**src/rtl/pipe_ctrl_pkg.sv**
```systemverilog
// Shared types and constants for the pipeline sequencing controller and datapath.
// Enum values are FILL, RUN and STALL; EX_MEM field positions are shared with the datapath.
package pipe_ctrl_pkg;

    localparam int unsigned REG_ADDR_W = 5;

    // EX_MEM field positions, shared with the datapath
    localparam int unsigned EX_MEM_BRANCH_HI   = 3;
    localparam int unsigned EX_MEM_BRANCH_LO   = 2;
    localparam int unsigned EX_MEM_JUMP_BIT    = 7;
    localparam int unsigned EX_MEM_MUX1_OUT_HI = 169;
    localparam int unsigned EX_MEM_MUX1_OUT_LO = 165;

    typedef enum logic [1:0] {
        FILL  = 2'd0,
        RUN   = 2'd1,
        STALL = 2'd2
    } ctrl_state_e;

    typedef struct packed {
        logic pc_write;
        logic if_id_write;
        logic if_id_flush;
        logic id_ex_bubble;
        logic ex_mem_flush;
        logic redirect;
        logic pipe_full;
    } ctrl_out_t;

endpackage

```
**src/rtl/pipe_hazard_ctrl_load_use_detect.sv**
```systemverilog
// Load-use comparator: flags an ID instruction that reads the register a load in EX writes.
module load_use_detect
    import pipe_ctrl_pkg::*;
(
    input  logic [REG_ADDR_W-1:0] id_rs,
    input  logic [REG_ADDR_W-1:0] id_rt,
    input  logic                  id_uses_rt,
    input  logic                  ex_mem_read,
    input  logic [REG_ADDR_W-1:0] ex_rd,
    output logic                  hazard
);

    logic rd_nonzero;
    logic rs_match;
    logic rt_match;

    // Register 0 is hardwired, so it never creates a dependency
    assign rd_nonzero = (ex_rd != '0);
    assign rs_match   = (ex_rd == id_rs);
    assign rt_match   = id_uses_rt && (ex_rd == id_rt);
    assign hazard     = ex_mem_read && rd_nonzero && (rs_match || rt_match);

endmodule

```
**src/rtl/pipe_hazard_ctrl.sv**
```systemverilog
// Pipeline sequencing controller: fill suppression, load-use stalls, taken-redirect flushes.
// Optional performance counters are enabled with PIPE_HAZARD_PERF_EN.
module pipe_hazard_ctrl
    import pipe_ctrl_pkg::*;
#(
    parameter int unsigned FILL_CYCLES       = 4,
    parameter int unsigned LOAD_STALL_CYCLES = 1
) (
    input  logic                  clock,
    input  logic                  reset,
    input  logic [REG_ADDR_W-1:0] id_rs,
    input  logic [REG_ADDR_W-1:0] id_rt,
    input  logic                  id_uses_rt,
    input  logic                  ex_mem_read,
    input  logic [REG_ADDR_W-1:0] ex_rd,
    input  logic                  mem_branch_taken,
    input  logic                  mem_jump,
`ifdef PIPE_HAZARD_PERF_EN
    output logic [31:0]           stall_count,
    output logic [31:0]           flush_count,
`endif
    output logic                  pc_write,
    output logic                  if_id_write,
    output logic                  if_id_flush,
    output logic                  id_ex_bubble,
    output logic                  ex_mem_flush,
    output logic                  redirect,
    output logic                  pipe_full
);

    localparam int unsigned CNT_W = 3;
    localparam logic [CNT_W-1:0] FILL_LAST  = CNT_W'(FILL_CYCLES - 1);
    localparam logic [CNT_W-1:0] STALL_LAST = CNT_W'(LOAD_STALL_CYCLES - 1);
    localparam logic             MULTI_STALL = (LOAD_STALL_CYCLES > 1);

    ctrl_state_e      state;
    ctrl_state_e      state_next;
    logic [CNT_W-1:0] fill_cnt;
    logic [CNT_W-1:0] fill_cnt_next;
    logic [CNT_W-1:0] stall_cnt;
    logic [CNT_W-1:0] stall_cnt_next;
    logic             hazard;
    logic             take;
    ctrl_out_t        outs;

    load_use_detect u_load_use_detect (
        .id_rs       (id_rs),
        .id_rt       (id_rt),
        .id_uses_rt  (id_uses_rt),
        .ex_mem_read (ex_mem_read),
        .ex_rd       (ex_rd),
        .hazard      (hazard)
    );

    assign take = mem_branch_taken | mem_jump;

    always_ff @(posedge clock or negedge reset) begin
        if (!reset) begin
            state     <= FILL;
            fill_cnt  <= '0;
            stall_cnt <= '0;
        end else begin
            state     <= state_next;
            fill_cnt  <= fill_cnt_next;
            stall_cnt <= stall_cnt_next;
        end
    end

    // Next-state and output decode; a taken redirect outranks any hazard
    always_comb begin
        state_next         = state;
        fill_cnt_next      = fill_cnt;
        stall_cnt_next     = stall_cnt;
        outs               = '0;
        outs.pc_write      = 1'b1;
        outs.if_id_write   = 1'b1;

        unique case (state)
            FILL: begin
                fill_cnt_next = fill_cnt + CNT_W'(1);
                if (fill_cnt == FILL_LAST) begin
                    state_next = RUN;
                end
            end
            RUN: begin
                outs.pipe_full = 1'b1;
                if (take) begin
                    outs.redirect     = 1'b1;
                    outs.if_id_flush  = 1'b1;
                    outs.id_ex_bubble = 1'b1;
                    outs.ex_mem_flush = 1'b1;
                end else if (hazard) begin
                    outs.pc_write     = 1'b0;
                    outs.if_id_write  = 1'b0;
                    outs.id_ex_bubble = 1'b1;
                    if (MULTI_STALL) begin
                        state_next     = STALL;
                        stall_cnt_next = CNT_W'(1);
                    end
                end
            end
            STALL: begin
                outs.pipe_full = 1'b1;
                if (take) begin
                    outs.redirect     = 1'b1;
                    outs.if_id_flush  = 1'b1;
                    outs.id_ex_bubble = 1'b1;
                    outs.ex_mem_flush = 1'b1;
                    state_next        = RUN;
                    stall_cnt_next    = '0;
                end else begin
                    outs.pc_write     = 1'b0;
                    outs.if_id_write  = 1'b0;
                    outs.id_ex_bubble = 1'b1;
                    stall_cnt_next    = stall_cnt + CNT_W'(1);
                    if (stall_cnt == STALL_LAST) begin
                        state_next     = RUN;
                        stall_cnt_next = '0;
                    end
                end
            end
            default: begin
                state_next     = FILL;
                fill_cnt_next  = '0;
                stall_cnt_next = '0;
            end
        endcase
    end

    assign pc_write     = outs.pc_write;
    assign if_id_write  = outs.if_id_write;
    assign if_id_flush  = outs.if_id_flush;
    assign id_ex_bubble = outs.id_ex_bubble;
    assign ex_mem_flush = outs.ex_mem_flush;
    assign redirect     = outs.redirect;
    assign pipe_full    = outs.pipe_full;

`ifdef PIPE_HAZARD_PERF_EN
    // Saturating event counters; bubbles that come from a redirect are not stalls
    always_ff @(posedge clock or negedge reset) begin
        if (!reset) begin
            stall_count <= '0;
            flush_count <= '0;
        end else begin
            if (outs.id_ex_bubble && !outs.redirect && (stall_count != '1)) begin
                stall_count <= stall_count + 32'd1;
            end
            if (outs.redirect && (flush_count != '1)) begin
                flush_count <= flush_count + 32'd1;
            end
        end
    end
`endif

endmodule

```
**config.mk**
```make
export PLATFORM = sky130hd
export DESIGN_NAME = pipe_hazard_ctrl
export DESIGN_NICKNAME = d
export VERILOG_FILES = /design/src/rtl/pipe_ctrl_pkg.sv /design/src/rtl/pipe_hazard_ctrl_load_use_detect.sv /design/src/rtl/pipe_hazard_ctrl.sv
export SDC_FILE = /design/constraint.sdc
export NUM_CORES = 1
export LEC_CHECK = 0
export ABC_AREA = 1
export CAP_MARGIN = 20
export CORE_AREA = 2 2 39 41
export DETAILED_ROUTE_END_ITERATION = 10
export DIE_AREA = 0 0 41 43
export PLACE_DENSITY = 0.84
export SLEW_MARGIN = 20
export SYNTH_ARGS = -nofsm -noshare
export SYNTH_HDL_FRONTEND = slang
export SYNTH_SLANG_ARGS = --single-unit
```
**constraint.sdc**
```tcl
create_clock -name clock -period 3.7 [get_ports clock]
set_clock_uncertainty 0.1 [all_clocks]
set_input_delay 0.74 -clock clock [delete_from_list [all_inputs] [get_ports clock]]
set_output_delay 0.74 -clock clock [all_outputs]
set_load 0.005 [all_outputs]
```
==> run summary <==
POWER
--------------------------------------------------------------------------------------------------------
Net switching power of the design                                                           0.00003716 W
Clock share of power                                                                               0.372
Internal                                                                                     0.0001104 W
Total leakage power                                                                            0.4280 nW
Logic gate share of total power                                                                    0.329
Power density normalized to cell area                                                       205.4 nW/um2
Max rail drop VDD                                                                               144.6 uV
Fraction of power spent switching nets                                                            0.2518
Sequential power share                                                                             0.298

STA
--------------------------------------------------------------------------------------------------------
Headroom to the max-slew limit                                                                    0.8564
Setup repair after global routing missed its margin                                                   no
Number of endpoints failing setup at the final stage                                                   0
Max Transition Viols Final                                                                             0
Least setup slack across all paths after layout                                                0.5777 ns
Maximum clock rate                                                                            0.3203 GHz
Final Hold Viols                                                                                       0
Setup TNS after final layout                                                                        0 ns
Final Critical Period                                                                           3.122 ns
Worst Tran Pin Value                                                                           0.2146 ns
Portion of the clock cycle consumed by the worst path in the final layout                         0.8439

CELLS AND AREA
--------------------------------------------------------------------------------------------------------
Final Net Count                                                                                      130
P&R area growth vs syn                                                                            67.84%
N_diodes                                                                                               0
Number of filler cells placed in the layout                                                          131
Share of post-route cells with drive strength above 1                                            0.04762

CLOCKING
--------------------------------------------------------------------------------------------------------
Quantity of gates resized following cts                                                                0
Post-CTS clock slew at the launch and capture registers of the worst setup and hold paths        0.03 ns
Maximum root-to-sink buffer count                                                                      2
TritonCTS clock tree                                                                                done
Cell chosen for the clock root                                                              sky130_fd_sc_hd__clkbuf_4
Latest clock arrival within the worst-skew pair                                                  0.24 ns
Post CTS Setup Buffer Count                                                                            0
Maximum level of the CTS H-tree                                                                        1
CTS sink cnt                                                                                           4
Cts hold-fix bufs                                                                                      0
Number of clock buffers inserted by TritonCTS                                                          3

SYNTH
--------------------------------------------------------------------------------------------------------
Post-synthesis instance total                                                                         78
Share of cell area taken by muxes after synthesis                                                      0
Area fraction in compound gates after synthesis                                                  0.01170
Cells taking the most area after synthesis                                                  sky130_fd_sc_hd__nand2_1, sky130_fd_sc_hd__dfrtp_1, sky130_fd_sc_hd__inv_1
Combinational family with the most area after synthesis                                     simple AND/OR/NAND/NOR gates
XOR/XNOR share of the synthesized area                                                           0.04094
Most repeated cell in the gate-level netlist after synthesis                                sky130_fd_sc_hd__nand2_1
Post-synthesis average cell area                                                               5.486 um2
Count of unique library cells instantiated by Yosys                                                   12
Synth Area in Adders                                                                             0.05848
Synth Register Bits                                                                                    4
Post-synth EDFFs                                                                                       0
Post-Synthesis Cell Area                                                                       427.9 um2
Area share of the largest cell type after synthesis                                               0.2895
Cell taking the most area after synthesis                                                   sky130_fd_sc_hd__nand2_1
Total nets after synthesis                                                                           101
Dominant register cell in the synthesized netlist                                           sky130_fd_sc_hd__dfrtp_1
Post-synthesis share of cell area spent on and, or, nand and nor gates                            0.4444
Number of synthesis warnings                                                                           0
Sequential element share of the synthesized area                                                  0.2339
Commonest cells in the synthesized netlist                                                  sky130_fd_sc_hd__nand2_1, sky130_fd_sc_hd__inv_1, sky130_fd_sc_hd__nor2_1
Async set-reset flop share out of synthesis                                                        1.000

OUTCOME
--------------------------------------------------------------------------------------------------------
Run status                                                                                     completed

PLACE
--------------------------------------------------------------------------------------------------------
Final estimated routing congestion in global placement                                            0.6272
Minimum setup slack after placement                                                            0.5719 ns
Buffers on Ports                                                                                      27
DP HPWL                                                                                         852.7 um

CRITICAL PATH
--------------------------------------------------------------------------------------------------------
Data arrival time of the critical path                                                           2.28 ns
Kind of critical path                                                                             in2out
Data required time of the worst path                                                             2.86 ns
R2r worst-path depth                                                                                   3
Top fanout value on the critical path                                                                  4
FF-to-FF Start                                                                               fill_cnt[0]
Worst setup path startpoint                                                                     ex_rd[1]
Element type at the critical path start                                                       input port
Reg-to-reg critical path endpoint                                                               state[0]
CP endpoint kind                                                                            primary output
Worst reg2reg setup slack                                                                        2.48 ns
Critical Path End                                                                           id_ex_bubble

FLOORPLAN
--------------------------------------------------------------------------------------------------------
I/O Pins                                                                                              28
Placeable core region                                                                           1384 um2
Die H                                                                                              43 um
Die area                                                                                        1763 um2
Width of the chip                                                                                  41 um
Number of cell rows                                                                                   14
Initial Util                                                                                      0.3092

GLOBAL ROUTE
--------------------------------------------------------------------------------------------------------
Total grt overflow                                                                                     0
Number of global-route vias before repair                                                            403
First-pass GRT wire length                                                                       1476 um
Initial antenna violation count                                                                        0
Global routing usage summed across all routing layers                                             0.1302
Pin count of the biggest net entering global routing                                                   9

DRT
--------------------------------------------------------------------------------------------------------
Wire length per cell                                                                            8.438 um
Total routed wirelength                                                                          1021 um
Vias per cell                                                                                      4.025
Number of vias in the routed layout                                                                  487
Antenna Violating Nets Remaining                                                                       0
Residual DRC count                                                                                     0
Starting DRC count in detailed routing                                                                 3
DRT Pass-1 Iters                                                                                       2

MIN PATH
--------------------------------------------------------------------------------------------------------
Hold Crit Class                                                                                  reg2reg
Origin of the worst min-delay path                                                           fill_cnt[0]

FLOW RUN
--------------------------------------------------------------------------------------------------------
Max Cap Viol                                                                                           0

[cell families (layout without fill, tap and decap cells)]
logic type	after synthesis	in the layout
fa+ha+maj	2	2
xor+xnor	2	2
buf+inv	21	48
compound gates	1	1
simple gates	48	48
flops	4	4
[area by class of cell]
type / instances / area (um2) / share of cell area
multi-input combinational: 53 / 237.7 / 0.3310
clock buffer: 3 / 22.52 / 0.03136
timing repair buffer: 27 / 270.3 / 0.3763
inverter: 18 / 67.56 / 0.09408
sequential: 4 / 100.1 / 0.1394
tap: 16 / 20.02 / 0.02787
[how the worst min path moves through the flow]
stage	endpoint	slack [ns]	cells after the start
floorplan	fill_cnt[0]	0.34	0
global placement	fill_cnt[1]	0.37	2
detailed placement	fill_cnt[0]	0.37	1
CTS	fill_cnt[0]	0.38	1
global route	fill_cnt[1]	0.41	2
finish	fill_cnt[0]	0.37	1
[flip-flops by register name, indices dropped and copies added, names as in the netlist]
register and count:
fill_cnt 3, state 1
[critical path, stage by stage]
cell and delay (ns):
sky130_fd_sc_hd__clkdlybuf4s50_1 0.53, sky130_fd_sc_hd__inv_1 0.07, sky130_fd_sc_hd__nand2_1 0.06, sky130_fd_sc_hd__nand2_1 0.05, sky130_fd_sc_hd__nor2_1 0.09, sky130_fd_sc_hd__nand3_1 0.08
sky130_fd_sc_hd__nand2_1 0.08, sky130_fd_sc_hd__nand2_1 0.05, sky130_fd_sc_hd__nand2_1 0.05, sky130_fd_sc_hd__clkdlybuf4s50_1 0.49
[power by group through the flow]
stage               Clock [W]  Sequential [W]  Combinational (W)
floorplan                   0       0.0000446          0.0000186
global placement            0       0.0000445          0.0000480
detailed placement          0       0.0000445          0.0000487
CTS                 0.0000583       0.0000440          0.0000491
global route        0.0000607       0.0000440          0.0000544
finish              0.0000549       0.0000440          0.0000486
[metrics by stage]
step	hold slack, ns	utilization	power [W]	cell area, um2	instances
2_1_floorplan	0.3444	-	0.00006318	427.9	78
3_3_place_gp	0.3656	0.5027	0.00009258	695.7	118
3_5_place_dp	0.3723	0.5027	0.00009326	695.7	118
4_1_cts	0.3791	0.5190	0.0001514	718.2	121
5_1_grt	0.4081	0.5190	0.0001590	718.2	121
6_report	0.3724	0.5190	0.0001475	718.2	121
[routing by layer]
| layer | wire length, um | GRT usage |
|---|---|---|
| met1 | 448 | 0.1307 |
| met2 | 488 | 0.2031 |
| met3 | 61 | 0.03141 |
| met4 | 22 | 0.1200 |
| met5 | 0 | 0 |
[cells in the final DEF (no fill, tap or decap)]
cell type                          n
sky130_fd_sc_hd__clkbuf_4          3
sky130_fd_sc_hd__nand4_1           1
sky130_fd_sc_hd__inv_2             1
sky130_fd_sc_hd__dfrtp_1           4
sky130_fd_sc_hd__xnor2_1           2
sky130_fd_sc_hd__inv_1            17
sky130_fd_sc_hd__nand2_1          33
sky130_fd_sc_hd__nor2_1            9
sky130_fd_sc_hd__clkdlybuf4s50_1  27
sky130_fd_sc_hd__or2_2             1
sky130_fd_sc_hd__o21ai_0           1
sky130_fd_sc_hd__ha_1              2
sky130_fd_sc_hd__nand3_1           4
Note: power is estimated with default switching activity, not from simulation.
